## config.mk

```make
export PLATFORM = sky130hd
export DESIGN_NAME = traffic_controller
export DESIGN_NICKNAME = d
export VERILOG_FILES = /design/src/rtl/traffic_controller.sv
export SDC_FILE = /design/constraint.sdc
export NUM_CORES = 1
export LEC_CHECK = 0
export BUFFER_PORTS_ARGS = -buffer_cell sky130_fd_sc_hd__buf_2
export CORE_MARGIN = 10
export CORE_UTILIZATION = 48
export CTS_CLUSTER_SIZE = 10
export DETAILED_ROUTE_END_ITERATION = 8
export PLACE_DENSITY = 0.73
export SLEW_MARGIN = 40
export SYNTH_ARGS = -nofsm -noshare
export SYNTH_HDL_FRONTEND = slang
export SYNTH_SLANG_ARGS = --single-unit
```

## constraint.sdc

```tcl
create_clock -name CLK -period 3.45 [get_ports CLK]
set_clock_uncertainty 0.15 [all_clocks]
set_input_delay 0.69 -clock CLK [delete_from_list [all_inputs] [get_ports CLK]]
set_output_delay 0.69 -clock CLK [all_outputs]
set_load 0.05 [all_outputs]
```

## src/rtl/traffic_controller.sv

```systemverilog
// Road-crossing game sequencer: per-frame car motion, player/car collision and goal detection.
// Optional pause control is compiled in with `define TRAFFIC_PAUSE_EN.
module traffic_controller #(
   parameter int unsigned H_DISPLAY     = 640,
   parameter int unsigned V_DISPLAY     = 480,
   parameter int unsigned CAR_WIDTH     = 32,
   parameter int unsigned CAR_HEIGHT    = 32,
   parameter int unsigned PLAYER_WIDTH  = 32,
   parameter int unsigned PLAYER_HEIGHT = 32,
   parameter int unsigned LANE_Y1       = 96,
   parameter int unsigned LANE_Y2       = 192,
   parameter int unsigned LANE_Y3       = 288,
   parameter int unsigned LANE_Y4       = 384,
   parameter int unsigned START_X1      = 0,
   parameter int unsigned START_X2      = 160,
   parameter int unsigned START_X3      = 320,
   parameter int unsigned START_X4      = 480,
   parameter int unsigned BASE_SPEED    = 1,
   parameter int unsigned MAX_LEVEL     = 7,
   parameter int unsigned HOLD_FRAMES   = 60
) (
   input  logic       CLK,
   input  logic       RST,
   input  logic [9:0] h_count,
   input  logic [9:0] v_count,
   input  logic [9:0] player_x,
   input  logic [9:0] player_y,
   input  logic       start,
   output logic [9:0] car_x,
   output logic [9:0] car_y,
   output logic [9:0] car_x2,
   output logic [9:0] car_y2,
   output logic [9:0] car_x3,
   output logic [9:0] car_y3,
   output logic [9:0] car_x4,
   output logic [9:0] car_y4,
   output logic       collision,
   output logic       level_up,
   output logic [1:0] game_state,
   output logic [2:0] level
`ifdef TRAFFIC_PAUSE_EN
   ,
   input  logic       pause,
   output logic       paused
`endif
);

   localparam int unsigned POS_W   = 10;
   localparam int unsigned SUM_W   = 11;
   localparam int unsigned HOLD_W  = 8;
   localparam int unsigned LEVEL_W = 3;
   localparam int unsigned NUM_CARS = 4;

   localparam logic [NUM_CARS-1:0][POS_W-1:0] START_X =
      {POS_W'(START_X4), POS_W'(START_X3), POS_W'(START_X2), POS_W'(START_X1)};
   localparam logic [NUM_CARS-1:0][POS_W-1:0] LANE_Y =
      {POS_W'(LANE_Y4), POS_W'(LANE_Y3), POS_W'(LANE_Y2), POS_W'(LANE_Y1)};

   typedef enum logic [1:0] {
      S_IDLE = 2'b00,
      S_PLAY = 2'b01,
      S_HIT  = 2'b10,
      S_WIN  = 2'b11
   } state_e;

   state_e                         state_q, state_d;
   logic [NUM_CARS-1:0][POS_W-1:0] car_x_q, car_x_d;
   logic [LEVEL_W-1:0]             level_q, level_d;
   logic [HOLD_W-1:0]              hold_q, hold_d;
   logic                           collision_q, collision_d;
   logic                           level_up_q, level_up_d;
   logic                           frame_tick_q, frame_tick_d;
   logic                           paused_q, paused_d;
   logic                           hit_any_c;
   logic                           run_c;
   logic [POS_W-1:0]               speed_c;
   logic [HOLD_W-1:0]              hold_inc_c;

   function automatic logic [POS_W-1:0] move_right(input logic [POS_W-1:0] x,
                                                   input logic [POS_W-1:0] spd);
      logic [SUM_W-1:0] sum;
      sum = SUM_W'(x) + SUM_W'(spd);
      if (sum >= SUM_W'(H_DISPLAY)) return POS_W'(sum - SUM_W'(H_DISPLAY));
      return POS_W'(sum);
   endfunction

   function automatic logic [POS_W-1:0] move_left(input logic [POS_W-1:0] x,
                                                  input logic [POS_W-1:0] spd);
      if (x < spd) return POS_W'(SUM_W'(x) + SUM_W'(H_DISPLAY) - SUM_W'(spd));
      return x - spd;
   endfunction

   function automatic logic overlaps(input logic [POS_W-1:0] px, input logic [POS_W-1:0] py,
                                     input logic [POS_W-1:0] cx, input logic [POS_W-1:0] cy);
      return (SUM_W'(px) < SUM_W'(cx) + SUM_W'(CAR_WIDTH))     &&
             (SUM_W'(cx) < SUM_W'(px) + SUM_W'(PLAYER_WIDTH))  &&
             (SUM_W'(py) < SUM_W'(cy) + SUM_W'(CAR_HEIGHT))    &&
             (SUM_W'(cy) < SUM_W'(py) + SUM_W'(PLAYER_HEIGHT));
   endfunction

   // Collision is evaluated against pre-move car positions
   always_comb begin
      hit_any_c = 1'b0;
      for (int i = 0; i < NUM_CARS; i++) begin
         hit_any_c = hit_any_c | overlaps(player_x, player_y, car_x_q[i], LANE_Y[i]);
      end
   end

   assign frame_tick_d = (h_count == POS_W'(0)) && (v_count == POS_W'(V_DISPLAY));
   assign speed_c      = POS_W'(BASE_SPEED) + POS_W'(level_q);
   assign hold_inc_c   = hold_q + HOLD_W'(1);
   assign run_c        = frame_tick_q && !paused_q;

   always_comb begin
      state_d     = state_q;
      car_x_d     = car_x_q;
      level_d     = level_q;
      hold_d      = hold_q;
      collision_d = 1'b0;
      level_up_d  = 1'b0;
      paused_d    = paused_q;
      unique case (state_q)
         S_IDLE: begin
            car_x_d = START_X;
            level_d = '0;
            hold_d  = '0;
            if (start) state_d = S_PLAY;
         end
         S_PLAY: begin
`ifdef TRAFFIC_PAUSE_EN
            if (pause) paused_d = ~paused_q;
`endif
            if (run_c) begin
               if (hit_any_c) begin
                  collision_d = 1'b1;
                  hold_d      = '0;
                  state_d     = S_HIT;
               end else if (player_y == POS_W'(0)) begin
                  level_up_d = 1'b1;
                  hold_d     = '0;
                  state_d    = S_WIN;
               end else begin
                  car_x_d[0] = move_right(car_x_q[0], speed_c);
                  car_x_d[1] = move_left(car_x_q[1], speed_c);
                  car_x_d[2] = move_right(car_x_q[2], speed_c);
                  car_x_d[3] = move_left(car_x_q[3], speed_c);
               end
            end
            if (state_d != S_PLAY) paused_d = 1'b0;
         end
         S_HIT, S_WIN: begin
            if (frame_tick_q) begin
               hold_d = hold_inc_c;
               if (hold_inc_c == HOLD_W'(HOLD_FRAMES)) begin
                  hold_d  = '0;
                  car_x_d = START_X;
                  state_d = S_PLAY;
                  if (state_q == S_HIT) level_d = '0;
                  else if (level_q < LEVEL_W'(MAX_LEVEL)) level_d = level_q + LEVEL_W'(1);
               end
            end
         end
         default: state_d = S_IDLE;
      endcase
   end

   always_ff @(posedge CLK) begin
      if (RST) begin
         state_q      <= S_IDLE;
         car_x_q      <= START_X;
         level_q      <= '0;
         hold_q       <= '0;
         collision_q  <= 1'b0;
         level_up_q   <= 1'b0;
         frame_tick_q <= 1'b0;
         paused_q     <= 1'b0;
      end else begin
         state_q      <= state_d;
         car_x_q      <= car_x_d;
         level_q      <= level_d;
         hold_q       <= hold_d;
         collision_q  <= collision_d;
         level_up_q   <= level_up_d;
         frame_tick_q <= frame_tick_d;
         paused_q     <= paused_d;
      end
   end

   assign car_x      = car_x_q[0];
   assign car_x2     = car_x_q[1];
   assign car_x3     = car_x_q[2];
   assign car_x4     = car_x_q[3];
   assign car_y      = LANE_Y[0];
   assign car_y2     = LANE_Y[1];
   assign car_y3     = LANE_Y[2];
   assign car_y4     = LANE_Y[3];
   assign collision  = collision_q;
   assign level_up   = level_up_q;
   assign game_state = state_q;
   assign level      = level_q;
`ifdef TRAFFIC_PAUSE_EN
   assign paused     = paused_q;
`endif

endmodule
```

Word level (Yosys, flattened, before mapping)
Index checks and enable logic that the tools add are counted.
{"block": "totals", "elab_cells": 146, "output_inout_bits": 87, "reg_bits": 56}
{"block": "classes", "add_sub_neg": 19, "n_mux": 54, "n_lt_le_gt_ge": 21, "n_eq_ne": 13, "n_reduce_logical": 24, "bitwise_logic": 5}
{"cell": "40-bit two-way mux", "count": 5}
{"cell": "40-bit case mux with 3 select lines", "count": 1}
{"cell": "10-bit by 11-bit < comparator with 1-bit output", "count": 8}
{"cell": "10-bit two-way mux", "count": 8}
{"cell": "10-bit by 6-bit adder with 11-bit output, second input constant", "count": 6}
{"cell": "8-bit two-way mux", "count": 5}
{"cell": "10-bit by 4-bit subtractor with 10-bit output", "count": 4}
{"cell": "8-bit case mux with 3 select lines", "count": 1}
{"cell": "10-bit by 4-bit adder with 11-bit output", "count": 2}
{"cell": "11-bit by 10-bit greater-or-equal comparator with 1-bit output, second input constant", "count": 2}
{"cell": "9-bit by 11-bit < comparator with 1-bit output, first input constant", "count": 2}
{"cell": "1-bit two-way mux", "count": 22}
{"cell": "10-bit adder, second input constant", "count": 2}
{"cell": "10-bit logical NOT", "count": 2}
{"cell": "10-bit by 4-bit < comparator with 1-bit output", "count": 2}
{"cell": "10-bit by 8-bit < comparator with 1-bit output, second input constant", "count": 2}
{"cell": "10-bit by 9-bit < comparator with 1-bit output, second input constant", "count": 2}
{"cell": "10-bit subtractor, second input constant", "count": 2}
{"cell": "1-bit logical AND", "count": 13}
{"cell": "2-bit two-way mux", "count": 6}
{"cell": "3-bit two-way mux", "count": 4}
{"cell": "2-bit != test, second input constant", "count": 6}
{"cell": "7-bit by 11-bit < comparator with 1-bit output, first input constant", "count": 1}
{"cell": "8-bit by 11-bit < comparator with 1-bit output, first input constant", "count": 1}
{"cell": "21 further kinds", "count": 27}

Depth between registers and ports, before layout
Gate-level depths: netlist of run 1.
{"block": "depth", "depth_word": 16, "mapped_depth": 14}

Least setup slack after synthesis of run 1
OpenSTA, ideal clock, no wires.
{"block": "synth_timing", "path_kind": "register to register", "startpoint": "reg car_x_q, in the netlist car_x3[6]", "endpoint": "reg car_x_q, in the netlist car_x2[0]", "slack_ps": -242, "arrival_time_ps": 3422, "period_less_slack_ps": 3692, "required_ps": 3179, "setup_time_ps": 121, "stages_incl_launch_ff": 15, "cell_sequence": "dfxtp_1 > ha_1 > nand3_1 > xor2_1 > ha_1 > a21oi_1 > a22oi_1 > a2111oi_1 > o21a_1 > a32oi_1 > and3_1 > buf_6 > a31oi_2 > buf_4 > mux2_2"}
{"block": "synth_between", "elab_chain_len": 9, "elab_cells_between_ends": 10, "cone_classes": "add/sub (1); order compare (2); eq/ne (1); bitwise (2); reduce/logical (4)"}
{"element": "start, declared", "line": "67", "source": "logic [NUM_CARS-1:0][POS_W-1:0] car_x_q, car_x_d;"}
{"element": "start signal, assigned", "line": "179", "source": "car_x_q <= car_x_d;"}
{"element": "10-bit by 6-bit adder with 11-bit output", "line": "95", "source": "return (SUM_W'(px) < SUM_W'(cx) + SUM_W'(CAR_WIDTH)) &&"}
{"element": "10-bit by 11-bit < comparator with 1-bit output", "line": "95"}
{"element": "1-bit logical AND *", "line": "95"}
{"element": "1-bit logical AND *", "line": "96", "source": "(SUM_W'(cx) < SUM_W'(px) + SUM_W'(PLAYER_WIDTH)) &&"}
{"element": "1-bit logical AND *", "line": "97", "source": "(SUM_W'(py) < SUM_W'(cy) + SUM_W'(CAR_HEIGHT)) &&"}
{"element": "1-bit bitwise OR * (2 in a row)", "line": "105", "source": "hit_any_c = hit_any_c | overlaps(player_x, player_y, car_x_q[i], LANE_Y[i]);"}
{"element": "2-bit != test (no line) *"}
{"element": "5-bit AND reduction (no line) *"}
Mark *: on every way between the ends. The rest lies on a longest branch, timed or not.
A chain may end at the register's enable or synchronous reset.

Worst setup path after layout of run 1
{"block": "layout_timing", "startpoint": "in player_x[5]", "endpoint": "reg car_x_q, in the netlist car_x4[8]"}
{"block": "layout_between", "elab_chain_len": 10, "elab_cells_between_ends": 26, "cone_classes": "add/sub (1); order compare (8); eq/ne (1); bitwise (3); reduce/logical (13)"}
{"element": "start, declared", "line": "26", "source": "input logic [9:0] player_x,"}
{"element": "10-bit by 6-bit adder with 11-bit output", "line": "96"}
{"element": "10-bit by 11-bit < comparator with 1-bit output", "line": "96"}
{"element": "1-bit logical AND", "line": "95"}
{"element": "1-bit logical AND", "line": "96"}
{"element": "1-bit logical AND", "line": "97"}
{"element": "1-bit bitwise OR (2 in a row)", "line": "105"}
{"element": "1-bit bitwise OR *", "line": "105"}
{"element": "2-bit != test (no line) *"}
{"element": "5-bit AND reduction (no line) *"}
Marks and branches as above.

==> results of run 1 <==
[final cells by class]
type                            count  share of cell area
Sequential cell                    56               0.131
Inverter                           81              0.0367
Clock inverter                      3             0.00291
Tap cell                          184              0.0268
Multi-Input combinational cell    719               0.635
Clock buffer                        5              0.0145
Timing Repair Buffer              198               0.153
[layer usage]
layer	track usage	wire (um)	share of wire
met5	0	0	0
met4	0.0652	499	0.023
met3	0.0571	1840	0.086
met2	0.328	9680	0.45
met1	0.260	9410	0.44
[cell usage after synthesis, types with 4 or more instances]
cell         n  area, sq um
ha_1       122         1530
nand2_1     87          327
inv_1       79          297
dfxtp_1     56         1120
nor2_1      53          199
a21oi_1     47          235
nand3_1     47          235
buf_4       43          323
xnor2_1     43          377
o21ai_0     32          160
mux2i_1     29          290
clkbuf_1    21         78.8
o211ai_1    15          113
nor3_1      14         70.1
xor2_1      12          105
a211oi_1    11         82.6
fa_1        10          200
nand2b_1    10         62.6
nand4_1     10         62.6
and3_1       9         56.3
mux2_2       9          101
a21o_1       8         60.1
a31oi_1      8         50.1
o21bai_1     8         60.1
nor2b_1      7         43.8
a211o_1      5         43.8
and2_1       5         31.3
or4_1        5         37.5
a2111oi_0    4         35.0
a221o_1      4         40.0
a221oi_1     4         35.0
a41oi_1      4         35.0
nor4_1       4         25.0
or3_1        4         25.0
[kinds of logic (layout without fill, tap and decap cells)]
kind of cell	Yosys count	in the layout	share of synthesized area
multiplexers	38	38	0.0559
AND/OR/NAND/NOR	264	264	0.178
buffers and inverters	148	287	0.104
adder cells (fa/ha/maj)	133	133	0.248
AO/OA/AOI/OAI	189	189	0.184
other	2	40	0.00107
XOR/XNOR	55	55	0.0687
flip-flops	56	56	0.160
[per-stage QoR]
stage / hold WS, ns / util / setup slack, ns / instances / power, W
floorplan: 0.329 / - / 0.0133 / 923 / 0.00148
global placement: 0.353 / 0.571 / -0.300 / 1234 / 0.00174
detailed placement: 0.368 / 0.571 / -0.403 / 1234 / 0.00176
CTS: 0.377 / 0.583 / 0.0202 / 1242 / 0.00232
global route: 0.386 / 0.596 / -0.0152 / 1246 / 0.00249
finish: 0.385 / 0.596 / 0.107 / 1246 / 0.00234
[registers in the layout (all words and copies together), names as in the netlist]
| register | flops |
|---|---|
| car_x2 | 10 |
| level_up | 1 |
| frame_tick_q | 1 |
| collision | 1 |
| hold_q | 8 |
| car_x | 10 |
| game_state | 2 |
| car_x3 | 10 |
| car_x4 | 10 |
| level | 3 |
[power breakdown]
| group | switching, W | total, W | internal [W] |
|---|---|---|---|
| clock | 0.000283 | 0.000559 | 0.000276 |
| combinational | 0.000644 | 0.00107 | 0.000426 |
| sequential | 0.0000416 | 0.000710 | 0.000669 |
| total | 0.000969 | 0.00234 | 0.00137 |
[worst max-delay path by stage]
| stage | startpoint | endpoint | slack (ns) | cells past startpoint |
|---|---|---|---|---|
| after global placement | player_x[5] | hold_q[2] | -0.30 | 14 |
| after CTS | level[0] | car_x[8] | 0.02 | 15 |
| final | player_x[5] | car_x4[8] | 0.11 | 13 |
| after floorplan | car_x[5] | car_x3[7] | 0.01 | 12 |
| after detailed placement | player_x[5] | hold_q[4] | -0.40 | 14 |
| after global routing | car_x3[6] | car_x4[8] | -0.02 | 14 |
[repair_timing]
item / in CTS / in global routing
endpoints found under the setup margin: 37 / 38
buffers inserted: 0 / 4
gates resized for setup: 7 / 32
pin swaps: 0 / 7
[worst register-to-register path: stages, from the launching register on]
cell       delay (ns)
dfxtp_2          0.34
ha_1             0.18
nand3_2          0.12
xor2_2           0.17
ha_1             0.33
a21oi_2          0.17
a22oi_2          0.10
a2111oi_4        0.33
buf_4            0.17
o21a_1           0.12
a32oi_2          0.06
and3_4           0.21
a311o_1          0.40
buf_4            0.18
o221a_1          0.23
==> results.ini, run 1 <==
[floorplanning]
die_h_um = 141
fp-row-count = 44
die_area_sq_um = 19800
core_sq_um = 14400
initial_core_util = 0.486
io_pins = 130
die_x_um = 141

[synth]
synth-warning-count = 0
yosysSeqAreaShare = 0.160
ys_types = 70
synth_area_sq_um = 7010
syn_avg_cell_area_sq_um = 7.92
synthFlopType = dfxtp_1
ys_ff_latch = 56
synthCells = 885
synth-edff-count = 0
synthArstFlopShare = 0

[clock_tree]
cts-root-buf = clkbuf_16
h-tree-depth = 2
cts_hold_buf = 0
clock_sinks = 56
clkTransAtPathRegs_ns = 0.08
clkLatencyLatePin_ns = 0.32
numCtsBuffers = 5
cts_tree = yes
clock_path_buffers = 2

[place]
placed_area_sq_um = 8240
io_buffers = 89
dp_hpwl_mm = 17.3
routabilityCongestion = 0.930

[route]
drt-vias-per-instance = 5.61
drcViolationCount = 0
detail_route.wl_per_cell_um = 17.2
drtIter0Drc = 499
antenna_left = 0
dr.pass1.iters = 5
vias = 6987
wirelength_mm = 21.4

[setup_path]
crit_buf_inv = 3
critPathRequiredTime_ns = 3.51
cpPeakStageDelay_ns = 0.40
worstSetupPathType = in -> reg
timing.rr.start = car_x3[6]
crit_path_end_kind = flip-flop
cpLargestDelayFamily = compound AO/OA/AOI/OAI gates
crit_chain = buf_2 > ha_1 > inv_1 > ha_1 > a21oi_1 > o21ai_0 > a21oi_1 > o211ai_1 > a221o_1 > and3_4 > a311o_1 > buf_4 > o221a_1
start_kind = input port
reg2reg_to = car_x4[8]
slowest_stage = a311o_1
cp.arrival_ns = 3.41
crit_fanout = 6
r2r_cells = 14
ff2ff_setup_slack_ns = 0.11

[timing]
tns_ns = 0
tightest_slew_ns = 0.631
fmax_ghz = 0.299
slew_headroom = 0.577
final_max_slew_viol_count = 0
setup_viol = 0
fin_crit_sh = 0.969
fin_crit_ns = 3.34
hold_violations = 0

[grt]
grt_use_total = 0.205
grt_pass1_vias = 6847
antenna_found_initial = 0
grt_pass1_wl_mm = 34.0
grt.overflow.total = 0
grt_max_degree = 26

[power]
p_per_area_nw_per_um2 = 272
vdd_drop_max_v = 0.000198
leakage_nw = 3.96

[layout]
antenna_cells = 0
final_cell_mix = ha_1, buf_4, buf_2
finalNetCount = 1236
final_common_cell = ha_1
regArea_sq_um = 1130
drive_gt1_frac = 0.241
nFillCells = 1334
final_area_sq_um = 8600
syn2layout_area_growth_pct = 22.8
multi_input_area_sq_um = 5460

[job]
cap_viol_max_count = 0

[worst_hold_path]
hold_path_class = in -> reg
hold_depth = 2
hold_end = frame_tick_q
min_from = v_count[9]

[outcome]
status = finished, final reports clean

(Power assumes the default switching activity.)
==> run 2, diff against run 1 <==
--- a/config.mk
+++ b/config.mk
@@ -10,6 +10,7 @@
 export CORE_UTILIZATION = 48
 export CTS_CLUSTER_SIZE = 10
 export DETAILED_ROUTE_END_ITERATION = 8
+export MAX_ROUTING_LAYER = met4
 export PLACE_DENSITY = 0.73
 export SLEW_MARGIN = 40
 export SYNTH_ARGS = -nofsm -noshare
==> constraint.sdc (replaced) <==
create_clock -name CLK -period 3.45 [get_ports CLK]
set_clock_uncertainty 0.15 [all_clocks]
set_input_delay 0.69 -clock CLK [delete_from_list [all_inputs] [get_ports CLK]]
set_output_delay 0.69 -clock CLK [all_outputs]
set_load 0.1 [all_outputs]
==> results.ini, run 2 (synthesis gave the netlist of run 1 again) <==
[outcome]
status = finished, final reports clean

[setup_path]
crit_chain = inv_1 > ha_1 > inv_1 > fa_2 > nor2b_4 > o31ai_2 > or2_2 > xnor2_2 > ha_2 > inv_1 > a41oi_2 > o21ai_1 > buf_4 > xnor2_1 > o22ai_1
crit_path_end_kind = flip-flop
crit_buf_inv = 4
path_common_cell = inv_1
slowest_stage = fa_2
critPathRequiredTime_ns = 3.50
worstSetupPathType = reg -> reg
cpLargestDelayFamily = adder cells
crit_fanout = 4
crit_start = level[0]
cp.arrival_ns = 3.38
cpPeakStageDelay_ns = 0.40
timing.rr.start = level[0]
start_kind = flip-flop

[timing]
final_max_slew_viol_count = 0
setup_viol = 0
fin_crit_ns = 3.33
slew_headroom = 0.588
hold_violations = 0
tightest_slew_ns = 0.612
fin_crit_sh = 0.966
hold_ws_ns = 0.359
fmax_ghz = 0.300

[grt]
grt_use_total = 0.215
grt_pass1_vias = 6985
grt_max_degree = 26
grt.overflow.total = 0
grt_pass1_wl_mm = 34.5
antenna_found_initial = 0

[clock_tree]
cts_hold_buf = 0
clock_path_buffers = 2
clkLatencyLatePin_ns = 0.31
cts_tree = yes
cts-root-buf = clkbuf_16
clkTransAtPathRegs_ns = 0.08
h-tree-depth = 2
numCtsBuffers = 5
clock_sinks = 56

[worst_hold_path]
min_from = car_x3[0]
hold_path_class = reg -> reg

[route]
drt-vias-per-instance = 5.60
detail_route.wl_per_cell_um = 17.3
drcViolationCount = 0
dr.pass1.iters = 5
wirelength_mm = 21.7
antenna_left = 0
vias = 7010
drtIter0Drc = 643

[layout]
drive_gt1_frac = 0.263
nFillCells = 1328
finalNetCount = 1242
final_cell_mix = ha_1, buf_4, buf_2
fin_util = 0.600
regArea_sq_um = 1170
final_common_cell = ha_1
syn2layout_area_growth_pct = 23.6
antenna_cells = 0
multi_input_area_sq_um = 5450

[floorplanning]
die_area_sq_um = 19800
fp-row-count = 44
io_pins = 130
die_x_um = 141
initial_core_util = 0.486
core_sq_um = 14400
die_h_um = 141

[place]
io_buffers = 89
dp_hpwl_mm = 17.3
routabilityCongestion = 0.956

[power]
pwr-share-clk = 0.217
vdd_drop_max_v = 0.000196
switching_power_w = 0.00114
p_sw_frac = 0.455
seqPwrFrac = 0.281
p_per_area_nw_per_um2 = 291
comb_power_share = 0.502
p_int_w = 0.00137
leakage_nw = 4.00

[job]
cap_viol_max_count = 0

[run 2: changes by cell type in the layout (fill, tap and decap cells not counted), sizes merged]
cell      delta
clkinv       +1
inv          +2
buf          +6
clkinvlp     -3
[run 2: final timing paths]
| kind | end | slack, ns | depth (start not counted) |
|---|---|---|---|
| worst max-delay path | car_x[7] | 0.12 | 15 |
| worst max register to register | car_x[7] | 0.12 | 15 |
| worst min-delay path | car_x3[0] | 0.36 | 2 |
| worst min register to register | car_x3[0] | 0.36 | 2 |
[run 2: metal layers]
| layer | wire length (um) | track usage |
|---|---|---|
| met2 | 9720 | 0.341 |
| met4 | 387 | 0.0543 |
| met3 | 1450 | 0.0346 |
| met5 | 0 | - |
| met1 | 10100 | 0.280 |
[run 2: power groups by stage]
| stage | Combinational (W) | Sequential (W) | Clock (W) |
|---|---|---|---|
| after floorplan | 0.000784 | 0.000872 | 0 |
| after global routing | 0.00137 | 0.000712 | 0.000577 |
| after detailed placement | 0.00122 | 0.000722 | 0 |
| after CTS | 0.00124 | 0.000707 | 0.000559 |
| after global placement | 0.00120 | 0.000721 | 0 |
| final | 0.00126 | 0.000707 | 0.000547 |
[run 2: final cells by class]
cell class | count | area share
multi-input cells | 719 | 0.629
repair buffers | 204 | 0.157
flip-flops and latches | 56 | 0.135
inverters | 81 | 0.0351
well taps | 184 | 0.0266
clock buffers | 5 | 0.0144
clock inverters | 3 | 0.00246
[run 2: timing repair]
item | in CTS | in global routing
gates cloned | 0 | 0
gates resized for setup | 4 | 29
pin swaps | 1 | 17
buffers inserted | 2 | 2
endpoints found under the setup margin | 39 | 42
[run 2: worst reg2reg max path: cells and delay by family, from the launching register on]
family                     cells  cell delay, ns
AOI/OAI and AO/OA              4            0.47
xor gates and xnor gates       2            0.41
adders and majority gates      3            0.87
buffers and inverters          4            0.48
DFF                            1            0.37
and+or+nand+nor                2            0.48
[run 2: through the flow]
step                      instances  cell area [sq um]  total power, W  setup TNS [ns]  worst slack (ns)
final                          1252               8660         0.00252               0             0.116
after global routing           1252               8660         0.00266         -0.0793           -0.0443
after CTS                      1250               8530         0.00251               0           0.00445
after detailed placement       1240               8340         0.00194          -22.73            -0.637
after global placement         1240               8340         0.00192          -19.90            -0.526
after floorplan                 923               7210         0.00166               0           0.00935
==> run 3, diff against run 2 <==
--- a/config.mk
+++ b/config.mk
@@ -6,12 +6,11 @@
 export NUM_CORES = 1
 export LEC_CHECK = 0
 export BUFFER_PORTS_ARGS = -buffer_cell sky130_fd_sc_hd__buf_2
-export CORE_MARGIN = 10
 export CORE_UTILIZATION = 48
 export CTS_CLUSTER_SIZE = 10
 export DETAILED_ROUTE_END_ITERATION = 8
 export MAX_ROUTING_LAYER = met4
-export PLACE_DENSITY = 0.73
+export PLACE_DENSITY = 0.7
 export SLEW_MARGIN = 40
 export SYNTH_ARGS = -nofsm -noshare
 export SYNTH_HDL_FRONTEND = slang
==> constraint.sdc (replaced) <==
create_clock -name CLK -period 3.9 [get_ports CLK]
set_clock_uncertainty 0.15 [all_clocks]
set_input_delay 0.78 -clock CLK [delete_from_list [all_inputs] [get_ports CLK]]
set_output_delay 0.78 -clock CLK [all_outputs]
set_load 0.1 [all_outputs]
==> results.ini, run 3 (synthesis gave the netlist of run 1 again) <==
[outcome]
status = finished, final reports clean

[place]
io_buffers = 89
routabilityCongestion = 0.955
dp_hpwl_mm = 15.4
dp.cells = 1166
dp_slack_ns = -0.0301

[clock_tree]
clock_sinks = 56
cts_tree = yes
clock_path_buffers = 2
cts-root-buf = clkbuf_16
cts_hold_buf = 0
h-tree-depth = 2
clkLatencyLatePin_ns = 0.30
clkTransAtPathRegs_ns = 0.08
numCtsBuffers = 5

[floorplanning]
core_sq_um = 14000
die_area_sq_um = 15100
io_pins = 130
die_x_um = 123
initial_core_util = 0.499
fp-row-count = 43
die_h_um = 123

[setup_path]
crit_chain = buf_2 > ha_1 > xnor2_1 > ha_1 > nand3_1 > a21oi_1 > a221oi_1 > or3_1 > a32oi_1 > and3_1 > buf_4 > nand3_1 > a2111oi_0
ff2ff_setup_slack_ns = 0.35
cp.arrival_ns = 3.70
crit_buf_inv = 2
critPathRequiredTime_ns = 3.94
start_kind = input port
crit_path_end_kind = flip-flop
timing.rr.start = level[0]
slowest_stage = and3_1
cpLargestDelayFamily = simple AND/OR/NAND/NOR gates
crit_fanout = 8
crit_start = player_x[5]
cpPeakStageDelay_ns = 0.44
worstSetupPathType = in -> reg

[layout]
final_cells = 1174
syn2layout_area_growth_pct = 12.9
final_cell_mix = ha_1, buf_2, nand2_1
antenna_cells = 0
final_common_cell = ha_1
drive_gt1_frac = 0.165
nFillCells = 1341
finalNetCount = 1168

[timing]
hold_violations = 0
final_max_slew_viol_count = 0
fin_crit_ns = 3.66
tightest_slew_ns = 0.669
rsz0062_at_grt = no
fin_crit_sh = 0.939
fin_ws_ns = 0.237
slew_headroom = 0.543
setup_viol = 0
fmax_ghz = 0.273

[route]
met1_length_mm = 9.32
antenna_left = 0
dr_wl_met3_mm = 1.07
wirelength_mm = 19.3
wl_met2_mm = 8.43
vias = 6620
drt-vias-per-instance = 5.64
dr.pass1.iters = 5
dr.max_layer_used = met4
drtIter0Drc = 429
detail_route.wl_per_cell_um = 16.4
drcViolationCount = 0

[grt]
grt_pass1_vias = 5878
antenna_found_initial = 0
grt_max_degree = 26
grt_pass1_wl_mm = 30.4
grt_use_total = 0.268
grt.overflow.total = 0

[worst_hold_path]
min_from = level[0]
hold_path_class = reg -> reg

[power]
p_per_area_nw_per_um2 = 270
seqPwrFrac = 0.295
vdd_drop_max_v = 0.000182
comb_power_share = 0.475
switching_power_w = 0.000971
leakage_nw = 3.63
pwr-share-clk = 0.230
p_sw_frac = 0.455
p_int_w = 0.00116

[job]
cap_viol_max_count = 0

==> run 3: through the flow <==
| step | setup TNS (ns) | area [sq um] | hold WS (ns) | power (W) | util |
|---|---|---|---|---|---|
| CTS | 0 | 7890 | 0.344 | 0.00214 | 0.562 |
| floorplan | 0 | 7160 | 0.329 | 0.00147 | - |
| global placement | 0 | 7740 | 0.324 | 0.00164 | 0.551 |
| finish | 0 | 7910 | 0.338 | 0.00213 | 0.564 |
| global route | 0 | 7910 | 0.366 | 0.00226 | 0.564 |
| detailed placement | -0.128 | 7740 | 0.331 | 0.00165 | 0.551 |
==> run 3: power groups by stage <==
stage	clock (W)	combinational, W	sequential [W]
after CTS	0.000497	0.00101	0.000630
after floorplan	0	0.000694	0.000773
after detailed placement	0	0.00100	0.000643
final	0.000491	0.00101	0.000629
after global routing	0.000520	0.00110	0.000634
after global placement	0	0.000996	0.000643
==> run 3: worst paths after layout <==
kind | depth (start not counted) | end
setup / recovery | 13 | hold_q[4]
hold / removal | 2 | level[0]
setup reg to reg | 12 | car_x4[8]
hold reg to reg | 2 | level[0]
==> run 3: area by class of cell <==
class / instances / area, sq um / area share
tap: 180 / 225 / 0.0285
timing repair buffer: 130 / 778 / 0.0983
inverter: 81 / 304 / 0.0384
clock inverter: 2 / 13.8 / 0.00174
multi-input combinational: 719 / 5330 / 0.673
clock buffer: 6 / 139 / 0.0175
sequential: 56 / 1130 / 0.142
==> run 3: what timing repair did <==
item,4_1_cts,5_1_grt
buffers inserted,0,0
setup endpoints to repair,0,3
gates resized for setup,0,3
==> run 3: routing by layer <==
layer,up-vias,global-route usage
li1,3287,-
met4,0,0.0800
met1,3055,0.377
met5,-,-
met2,246,0.401
met3,32,0.0297
==> run 3: worst register-to-register path, cell delays in order, from the launching register on <==
cell,delay [ns]
dfxtp_2,0.34
ha_1,0.39
inv_1,0.20
buf_4,0.21
ha_1,0.23
fa_1,0.43
a21oi_1,0.18
o21bai_1,0.12
a21oi_1,0.17
o21bai_1,0.12
and3_1,0.21
or4_1,0.55
o221a_1,0.15
